File: config.mk
export PLATFORM = sky130hd
export DESIGN_NAME = vc_mem_arb_2to1
export DESIGN_NICKNAME = d
export VERILOG_FILES = /design/src/rtl/vc_mem_arb_2to1_pkg.sv /design/src/rtl/vc_mem_arb_tag_queue.sv /design/src/rtl/vc_mem_arb_2to1.sv
export SDC_FILE = /design/constraint.sdc
export NUM_CORES = 1
export LEC_CHECK = 0
export CAP_MARGIN = 20
export CORE_AREA = 2 2 105 107
export CTS_CLUSTER_SIZE = 10
export DETAILED_ROUTE_END_ITERATION = 8
export DIE_AREA = 0 0 107 109
export PLACE_DENSITY = 0.67
export RECOVER_POWER = 50
export REMOVE_ABC_BUFFERS = 1
export SLEW_MARGIN = 20
export SYNTH_ARGS = -nofsm -noshare
export SYNTH_HDL_FRONTEND = slang
export SYNTH_SLANG_ARGS = --single-unit
export TNS_END_PERCENT = 1
File: constraint.sdc
create_clock -name clk -period 4.5 [get_ports clk]
set_input_delay 0.9 -clock clk [delete_from_list [all_inputs] [get_ports clk]]
set_output_delay 0.9 -clock clk [all_outputs]
set_load 0.01 [all_outputs]
File: src/rtl/vc_mem_arb_2to1_pkg.sv
// Shared types and message-size helpers for the 2:1 memory arbiter.
// Request message layout:  {type, addr, len, data}
// Response message layout: {type, len, data}
// The len field is log2(data bytes) wide; len == 0 means a full word.
package vc_mem_arb_2to1_pkg;

    // Width of a tag queue entry: one bit is enough to name one of two ports.
    localparam int c_tag_sz = 1;

    typedef enum logic [c_tag_sz-1:0] {
        PORT0 = 1'b0,
        PORT1 = 1'b1
    } port_e;

    function automatic int mem_len_sz(input int data_sz);
        return $clog2(data_sz / 8);
    endfunction

    function automatic int req_msg_sz(input int addr_sz, input int data_sz);
        return 1 + addr_sz + mem_len_sz(data_sz) + data_sz;
    endfunction

    function automatic int resp_msg_sz(input int data_sz);
        return 1 + mem_len_sz(data_sz) + data_sz;
    endfunction

endpackage

File: src/rtl/vc_mem_arb_tag_queue.sv
// In-order queue of port tags for requests that have been forwarded to
// memory and not yet answered. Circular buffer; depth must be a power of 2
// so the pointers wrap naturally. A push is refused whenever the queue is
// full at the start of the cycle, even if a pop happens in the same cycle,
// so enq_rdy never depends on the response path.
module vc_mem_arb_tag_queue
    import vc_mem_arb_2to1_pkg::*;
#(
    parameter int p_depth = 4,
    localparam int c_ptr_sz = (p_depth > 1) ? $clog2(p_depth) : 1,
    localparam int c_cnt_sz = c_ptr_sz + 1
) (
    input  logic                clk,
    input  logic                reset,
    input  logic                enq_val,
    output logic                enq_rdy,
    input  logic [c_tag_sz-1:0] enq_bits,
    output logic                deq_val,
    input  logic                deq_rdy,
    output logic [c_tag_sz-1:0] deq_bits
);

    logic [c_tag_sz-1:0] entries [p_depth];
    logic [c_ptr_sz-1:0] enq_ptr;
    logic [c_ptr_sz-1:0] deq_ptr;
    logic [c_cnt_sz-1:0] count;
    logic                full;
    logic                empty;
    logic                do_enq;
    logic                do_deq;

    // Status flags and handshake qualification.
    always_comb begin
        full     = (count == c_cnt_sz'(p_depth));
        empty    = (count == '0);
        enq_rdy  = !full;
        deq_val  = !empty;
        do_enq   = enq_val && !full;
        do_deq   = deq_rdy && !empty;
        deq_bits = entries[deq_ptr];
    end

    // Pointer and occupancy bookkeeping.
    always_ff @(posedge clk) begin
        if (reset) begin
            enq_ptr <= '0;
            deq_ptr <= '0;
            count   <= '0;
        end else begin
            if (do_enq) begin
                enq_ptr <= enq_ptr + c_ptr_sz'(1);
            end
            if (do_deq) begin
                deq_ptr <= deq_ptr + c_ptr_sz'(1);
            end
            case ({do_enq, do_deq})
                2'b10:   count <= count + c_cnt_sz'(1);
                2'b01:   count <= count - c_cnt_sz'(1);
                default: count <= count;
            endcase
        end
    end

    // Tag storage; contents are don't-care until written.
    always_ff @(posedge clk) begin
        if (do_enq) begin
            entries[enq_ptr] <= enq_bits;
        end
    end

endmodule

File: src/rtl/vc_mem_arb_2to1.sv
// Round-robin 2:1 arbiter in front of a single-port test memory.
// Requests pass straight through to memory with no added latency; the
// winning port is remembered in an in-order tag queue and each memory
// response is steered to the port at the queue head. Under continuous
// contention grants strictly alternate, starting with port 0 after reset.
// All val/rdy outputs are held low while reset is asserted.
module vc_mem_arb_2to1
    import vc_mem_arb_2to1_pkg::*;
#(
    parameter int p_addr_sz = 16,
    parameter int p_data_sz = 32,
    parameter int p_max_out = 4,
    localparam int c_req_sz  = req_msg_sz(p_addr_sz, p_data_sz),
    localparam int c_resp_sz = resp_msg_sz(p_data_sz)
) (
    input  logic                 clk,
    input  logic                 reset,

    input  logic                 req0_val,
    output logic                 req0_rdy,
    input  logic [c_req_sz-1:0]  req0_msg,

    input  logic                 req1_val,
    output logic                 req1_rdy,
    input  logic [c_req_sz-1:0]  req1_msg,

    output logic                 resp0_val,
    input  logic                 resp0_rdy,
    output logic [c_resp_sz-1:0] resp0_msg,

    output logic                 resp1_val,
    input  logic                 resp1_rdy,
    output logic [c_resp_sz-1:0] resp1_msg,

    output logic                 memreq_val,
    input  logic                 memreq_rdy,
    output logic [c_req_sz-1:0]  memreq_msg,

    input  logic                 memresp_val,
    output logic                 memresp_rdy,
    input  logic [c_resp_sz-1:0] memresp_msg
);

    port_e               prio;
    port_e               winner;
    port_e               head;
    logic                can_issue;
    logic                req_fire;
    logic                head_rdy;
    logic                tagq_enq_rdy;
    logic                tagq_deq_val;
    logic                tagq_deq_rdy;
    logic [c_tag_sz-1:0] tagq_deq_bits;

    // Pick the winner: a lone requester always wins, otherwise the pointer decides.
    always_comb begin
        winner = prio;
        if (req0_val && !req1_val) begin
            winner = PORT0;
        end else if (req1_val && !req0_val) begin
            winner = PORT1;
        end
    end

    // Request path: forward the winner's message and hand ready only to the winner.
    always_comb begin
        can_issue  = memreq_rdy && tagq_enq_rdy;
        memreq_val = !reset && (req0_val || req1_val) && tagq_enq_rdy;
        memreq_msg = (winner == PORT1) ? req1_msg : req0_msg;
        req0_rdy   = !reset && can_issue && (winner == PORT0);
        req1_rdy   = !reset && can_issue && (winner == PORT1);
        req_fire   = (req0_val && req0_rdy) || (req1_val && req1_rdy);
    end

    // Priority pointer moves to the port that just lost, giving strict alternation.
    always_ff @(posedge clk) begin
        if (reset) begin
            prio <= PORT0;
        end else if (req_fire) begin
            prio <= (winner == PORT0) ? PORT1 : PORT0;
        end
    end

    // Response path: steer memory responses to the port at the head of the tag queue.
    always_comb begin
        head         = port_e'(tagq_deq_bits);
        head_rdy     = (head == PORT1) ? resp1_rdy : resp0_rdy;
        memresp_rdy  = !reset && tagq_deq_val && head_rdy;
        resp0_val    = !reset && memresp_val && tagq_deq_val && (head == PORT0);
        resp1_val    = !reset && memresp_val && tagq_deq_val && (head == PORT1);
        resp0_msg    = memresp_msg;
        resp1_msg    = memresp_msg;
        tagq_deq_rdy = memresp_val && memresp_rdy;
    end

    vc_mem_arb_tag_queue #(
        .p_depth (p_max_out)
    ) u_tagq (
        .clk      (clk),
        .reset    (reset),
        .enq_val  (req_fire),
        .enq_rdy  (tagq_enq_rdy),
        .enq_bits (winner),
        .deq_val  (tagq_deq_val),
        .deq_rdy  (tagq_deq_rdy),
        .deq_bits (tagq_deq_bits)
    );

endmodule

==> qor.yml, run 1 <==
die_h_um: 109
diodes: 0
antenna_found_initial: 0
r2r-end: "u_tagq.count[2]"
synth_compound_area_share_pct: 3.485
p_per_area_nw_per_um2: 168.8
busiest_layer: "met2"
synthesis.area_um2: 1867
grt_remaining_overflow: 0
grt_max_degree: 44
peakVddDrop_mv: 0.08624
rsz0062_at_grt: "no"
synth_top_family_by_area: "multiplexers"
final_common_cell: "clkdlybuf4s50_1"
via_per_inst: 4.150
final_cell_mix: "clkdlybuf4s50_1 (165), mux2_2 (51), dfxtp_1 (10), inv_1 (9), nor2_1 (9)"
drive_gt1_share_pct: 20.75
dp_cells: 430
cts_made_buffers: 3
path_delay_family: "buffers and inverters"
drv_slew: 0
hpwlAfterDp_um: 7781
path_cells: "dlygate4sd3_1 -> inv_1 -> maj3_2 -> buf_12 -> mux2_2 -> clkdlybuf4s50_1"
clock_latency_ns: 0.24
area_growth_pct: 72.39
fin_crit_ns: 4.049
wl_um: 8955
die_area_um2: 11660
grt_use_met3_pct: 14.47
ys_seq_elements: 14
synth-async-reset-ratio_pct: 0
clockBufferDepth: 2
path_class: "input port to output port"
whs_ns: 0.4675
min_from: "u_tagq.deq_ptr[1]"
synthMuxAreaShare_pct: 33.24
rows: 38
clk_pin_slew_worst_paths_ns: 0.06
fin_setup_tns_ns: 0
htree_levels: 1
crit_path_start: "req0_val"
post_cts_buffers: 0
synth_cells: 199
io_pins: 272
hold_class: "register to register"
postRouteAntennaNets: 0
synthAdderAreaFrac_pct: 4.960
yosysWarnings: 0
die_x_um: 107
synth_cell_types: 30
cap_violations: 0
fin_skew_ns: 0.002169
finalInstanceArea_um2: 3218
synthSimpleGateAreaFrac_pct: 7.976
required_ns: 3.60
reg2regPathDepth: 9
p_leak_nw: 1.143
setup_viol: 0
timing.critical_path.buf_inv: 4
coreArea_um2: 10600
hold_path_depth: 1
clock_sinks: 14
end_kind: "output port"
ctsRootBufferMaster: "clkbuf_8"
ys_seq_area_share_pct: 17.16
synth_edf_count: 4
place_congestion: 0.7965
hold_viol: 0
slowest_delay_ns: 0.57
drc: 0
max_freq_mhz: 247.0
initial_core_util_pct: 17.61
cp.arrival_ns: 3.15
r2r-start: "u_tagq.entries[0]"
cts-resized-gates: 0
dr.first_iter.drc_count: 45
layout.cells.non_filler: 434
period_share_pct: 89.98
avgSynthCellArea_um2: 9.381
grt.met1_usage_pct: 16.71
vias: 1801
dr.pass1.iters: 4
relSlewSlack_pct: 59.38
r2r_slack_ns: 2.00
cts_tree: "done"
tightest_slew_ns: 0.6080
grt_util_all_layers_pct: 14.48
synth_xor_xnor_area_share_pct: 1.408
crit_fanout: 43
grtUsageMet2_pct: 18.56
placed_cell_area_um2: 3173
status: "completed"
cts_hold_buf: 0
nets: 446
critPathSlowestCell: "dlygate4sd3_1"
synthFlopType: "dfxtp_1"
post_drt_wl_per_cell_um: 20.63
n_fill_cell: 1101
start_kind: "input port"
port_buffers: 166
grt_pass1_vias: 1930
grt_pass1_wl_um: 12330
[report_power, final]
part / switching [mW] / internal [mW] / total [mW]
Clock: 0.0417 / 0.0603 / 0.102
Sequential: 0.00350 / 0.134 / 0.138
Combinational: 0.0968 / 0.207 / 0.303
Total: 0.142 / 0.401 / 0.543
[synth_stat cells, types with 2 or more instances]
cell type,number,area (um^2)
nor2_1,9,33.78
inv_1,9,33.78
dfxtp_1,10,200.2
nor3b_1,2,15.01
xor2_1,2,17.52
buf_4,70,525.5
a21oi_1,5,25.02
ha_1,5,62.56
and2_1,5,31.28
edfxtp_1,4,120.1
nor2b_1,2,12.51
buf_2,6,30.03
mux2_2,51,574.3
or3_1,3,18.77
[layout make-up]
| type | instances | area [um^2] | share of cell area, % |
|---|---|---|---|
| sequential | 14 | 320.3 | 9.953 |
| tap | 140 | 175.2 | 5.443 |
| multi-input combinational | 99 | 954.7 | 29.67 |
| inverter | 9 | 33.78 | 1.050 |
| timing repair buffer | 168 | 1689 | 52.49 |
| clock buffer | 3 | 41.29 | 1.283 |
| clock inverter | 1 | 3.754 | 0.1166 |
[how the worst max path moves through the flow]
stage / endpoint / depth (start not counted)
finish: memreq_msg[37] / 6
global route: memreq_msg[37] / 6
CTS: memreq_msg[37] / 5
detailed placement: memreq_msg[37] / 5
global placement: memreq_msg[37] / 5
floorplan: memreq_msg[0] / 3
[routing by layer]
layer	vias up	part of all wire [%]
li1	792	-
met3	9	21
met4	4	0.42
met1	796	38
met2	200	39
met5	-	1.1
[cells by family after synthesis]
logic type | Yosys count
buffers and inverters | 86
multiplexers | 54
flip-flops | 14
AND/OR/NAND/NOR | 25
adder cells (fa/ha/maj) | 7
AO/OA/AOI/OAI | 10
XOR/XNOR | 3
[worst reg2reg max path, delay by kind of cell (launching register included)]
| family | cells | cell delay, ns |
|---|---|---|
| adder cells (fa/ha/maj) | 2 | 0.56 |
| XOR/XNOR | 1 | 0.16 |
| multiplexers | 2 | 0.73 |
| AND/OR/NAND/NOR | 2 | 0.42 |
| flip-flops | 1 | 0.37 |
| AO/OA/AOI/OAI | 1 | 0.14 |
| buffers and inverters | 1 | 0.06 |
[through the flow]
step,utilization [%],worst slack (ns),total power [mW]
final,30.35,0.4508,0.5431
after global routing,30.35,0.3395,0.5757
after CTS,30.35,0.5162,0.5529
after detailed placement,29.93,0.5129,0.4456
after global placement,29.93,0.5482,0.4439
after floorplan,-,0.8546,0.2470
(Power assumes the default switching activity.)
==> run 2: changes to the inputs <==
--- a/config.mk
+++ b/config.mk
@@ -5,8 +5,9 @@
 export SDC_FILE = /design/constraint.sdc
 export NUM_CORES = 1
 export LEC_CHECK = 0
-export CAP_MARGIN = 20
+export CAP_MARGIN = 10
 export CORE_AREA = 2 2 105 107
+export CTS_BUF_LIST = sky130_fd_sc_hd__clkbuf_4 sky130_fd_sc_hd__clkbuf_8
 export CTS_CLUSTER_SIZE = 10
 export DETAILED_ROUTE_END_ITERATION = 8
 export DIE_AREA = 0 0 107 109
==> results of run 2 <==
The final DEF is identical to that of run 1; final timing and power are the same.
==> run 3: changes to the inputs <==
--- a/config.mk
+++ b/config.mk
@@ -6,12 +6,11 @@
 export NUM_CORES = 1
 export LEC_CHECK = 0
 export CAP_MARGIN = 10
-export CORE_AREA = 2 2 105 107
-export CTS_BUF_LIST = sky130_fd_sc_hd__clkbuf_4 sky130_fd_sc_hd__clkbuf_8
+export CORE_AREA = 2 2 106 108
 export CTS_CLUSTER_SIZE = 10
 export DETAILED_ROUTE_END_ITERATION = 8
-export DIE_AREA = 0 0 107 109
-export PLACE_DENSITY = 0.67
+export DIE_AREA = 0 0 108 110
+export PLACE_DENSITY = 0.66
 export RECOVER_POWER = 50
 export REMOVE_ABC_BUFFERS = 1
 export SLEW_MARGIN = 20
==> constraint.sdc (replaced) <==
create_clock -name clk -period 4.2 [get_ports clk]
set_input_delay 0.84 -clock clk [delete_from_list [all_inputs] [get_ports clk]]
set_output_delay 0.84 -clock clk [all_outputs]
set_load 0.01 [all_outputs]
==> qor.yml, run 3 (synthesis results as in run 1) <==
cts-resized-gates: 0  # unchanged
multiInputGateArea_um2: 953.4  # was 954.7 um^2
diodes: 0  # unchanged
drv_slew: 0  # unchanged
antenna_found_initial: 0  # unchanged
setup_viol: 0  # unchanged
wl_um: 9286  # was 8955 um
drc: 0  # unchanged
p_per_area_nw_per_um2: 180.4  # was 168.8 nW/um^2
grt_pass1_vias: 1885  # was 1930
initial_core_util_pct: 17.45  # was 17.61%
cap_violations: 0  # unchanged
io_pins: 272  # unchanged
rows: 38  # unchanged
place_ws_ns: 0.4956  # was 0.5129 ns
via_per_inst: 4.150  # unchanged
die_h_um: 110  # was 109 um
rsz0062_at_grt: "no"  # unchanged
status: "completed"  # unchanged
vias: 1801  # unchanged
ctsRootBufferMaster: "clkbuf_8"  # unchanged
max_freq_mhz: 260.3
hold_viol: 0  # unchanged
required_ns: 3.36  # was 3.60 ns
tightest_slew_ns: 0.6182  # was 0.6080 ns
peakVddDrop_mv: 0.08663  # was 0.08624 mV
end_kind: "output port"  # unchanged
die_x_um: 108  # was 107 um
grt_max_degree: 53  # was 44
die_area_um2: 11880  # was 11660 um^2
fin_util_pct: 30.07  # was 30.35%
post_drt_wl_per_cell_um: 21.40  # was 20.63 um
timing.critical_path.buf_inv: 4  # unchanged
grt_pass1_wl_um: 12390  # was 12330 um
final_cell_mix: "clkdlybuf4s50_1 (165), mux2_2 (51), dfxtp_1 (10), inv_1 (9), nor2_1 (9)"  # unchanged
nets: 446  # unchanged
placed_cell_area_um2: 3173  # unchanged
whs_ns: 0.4810  # was 0.4675 ns
crit_fanout: 52  # was 43
critPathSlowestCell: "dlygate4sd3_1"  # unchanged
grt_remaining_overflow: 0  # unchanged
postRouteAntennaNets: 0  # unchanged
final_common_cell: "clkdlybuf4s50_1"  # unchanged
hold_class: "register to register"  # unchanged
dr.first_iter.drc_count: 62  # was 45
n_fill_cell: 1107  # was 1101
path_class: "input port to output port"  # unchanged
p_leak_nw: 1.142  # was 1.143 nW
cts_made_buffers: 3  # unchanged
port_buffers: 166  # unchanged
period_share_pct: 91.48
place_congestion: 0.9123  # was 0.7965
grt_util_all_layers_pct: 14.64  # was 14.48%
hpwlAfterDp_um: 8255  # was 7781 um
start_kind: "input port"  # unchanged
htree_levels: 1  # unchanged
clock_latency_ns: 0.24  # about the same
cts_tree: "done"  # unchanged
finalInstanceArea_um2: 3217  # was 3218 um^2
clockBufferDepth: 2  # unchanged
relSlewSlack_pct: 58.70  # was 59.38%
fin_crit_ns: 3.842
area_growth_pct: 72.32  # was 72.39%
fin_setup_tns_ns: 0  # unchanged
dr.pass1.iters: 4  # unchanged
drive_gt1_share_pct: 20.41  # was 20.75%
seqCellArea_um2: 320.3  # unchanged
coreArea_um2: 10700  # was 10600 um^2
clock_sinks: 14  # unchanged
clk_pin_slew_worst_paths_ns: 0.05  # was 0.06 ns
worst_slack_ns: 0.3579  # was 0.4508 ns
cp.arrival_ns: 3.00  # was 3.15 ns
slowest_delay_ns: 0.57  # about the same
fin_skew_ns: 0.0008125  # was 0.002169 ns
post_cts_buffers: 0  # unchanged
path_cells: "dlygate4sd3_1 -> inv_1 -> maj3_1 -> buf_12 -> mux2_2 -> clkdlybuf4s50_1"  # was dlygate4sd3_1 -> inv_1 -> maj3_2 -> buf_12 -> mux2_2 -> clkdlybuf4s50_1
cts_hold_buf: 0  # unchanged
path_delay_family: "buffers and inverters"  # unchanged
==> run 3: cell types whose count changed in the layout (fill, tap and decap cells not counted) <==
cell	delta
maj3_1	+1
maj3_2	-1
==> run 3: final timing paths <==
| kind | slack, ns | cells after the start | from | end |
|---|---|---|---|---|
| worst max-delay path | 0.36 | 6 | req0_val | memreq_msg[32] |
| worst min-delay path | 0.48 | 1 | u_tagq.deq_ptr[1] | u_tagq.deq_ptr[1] |
| worst max register to register | 1.65 | 9 | register | u_tagq.count[2] |
| worst min register to register | 0.48 | 1 | u_tagq.deq_ptr[1] | u_tagq.deq_ptr[1] |
==> run 3: metal layers <==
metal	GRT usage (%)	part of all wire, %	wire length, um	vias to the layer above
met4	1.374	0.16	15	2
li1	-	-	-	795
met1	16.42	37	3421	816
met3	14.05	22	2008	6
met5	5.804	0.57	53	-
met2	20.22	41	3787	182
==> run 3: power breakdown <==
group	total [mW]	switching [mW]	internal, mW
combinational	0.325	0.104	0.221
sequential	0.148	0.00382	0.144
clock	0.108	0.0437	0.0645
==> run 3: per-stage QoR <==
| stage | cells | total power [mW] |
|---|---|---|
| global route | 434 | 0.6157 |
| CTS | 434 | 0.5899 |
| detailed placement | 430 | 0.4770 |
| floorplan | 122 | 0.2646 |
| finish | 434 | 0.5805 |
| global placement | 430 | 0.4755 |
==> run 3: cell type report <==
cell class | instances | area share (%)
multi-input cells | 99 | 29.64
inverters | 9 | 1.050
clock buffers | 3 | 1.284
flip-flops and latches | 14 | 9.957
clock inverters | 1 | 0.1167
repair buffers | 168 | 52.51
well taps | 140 | 5.445
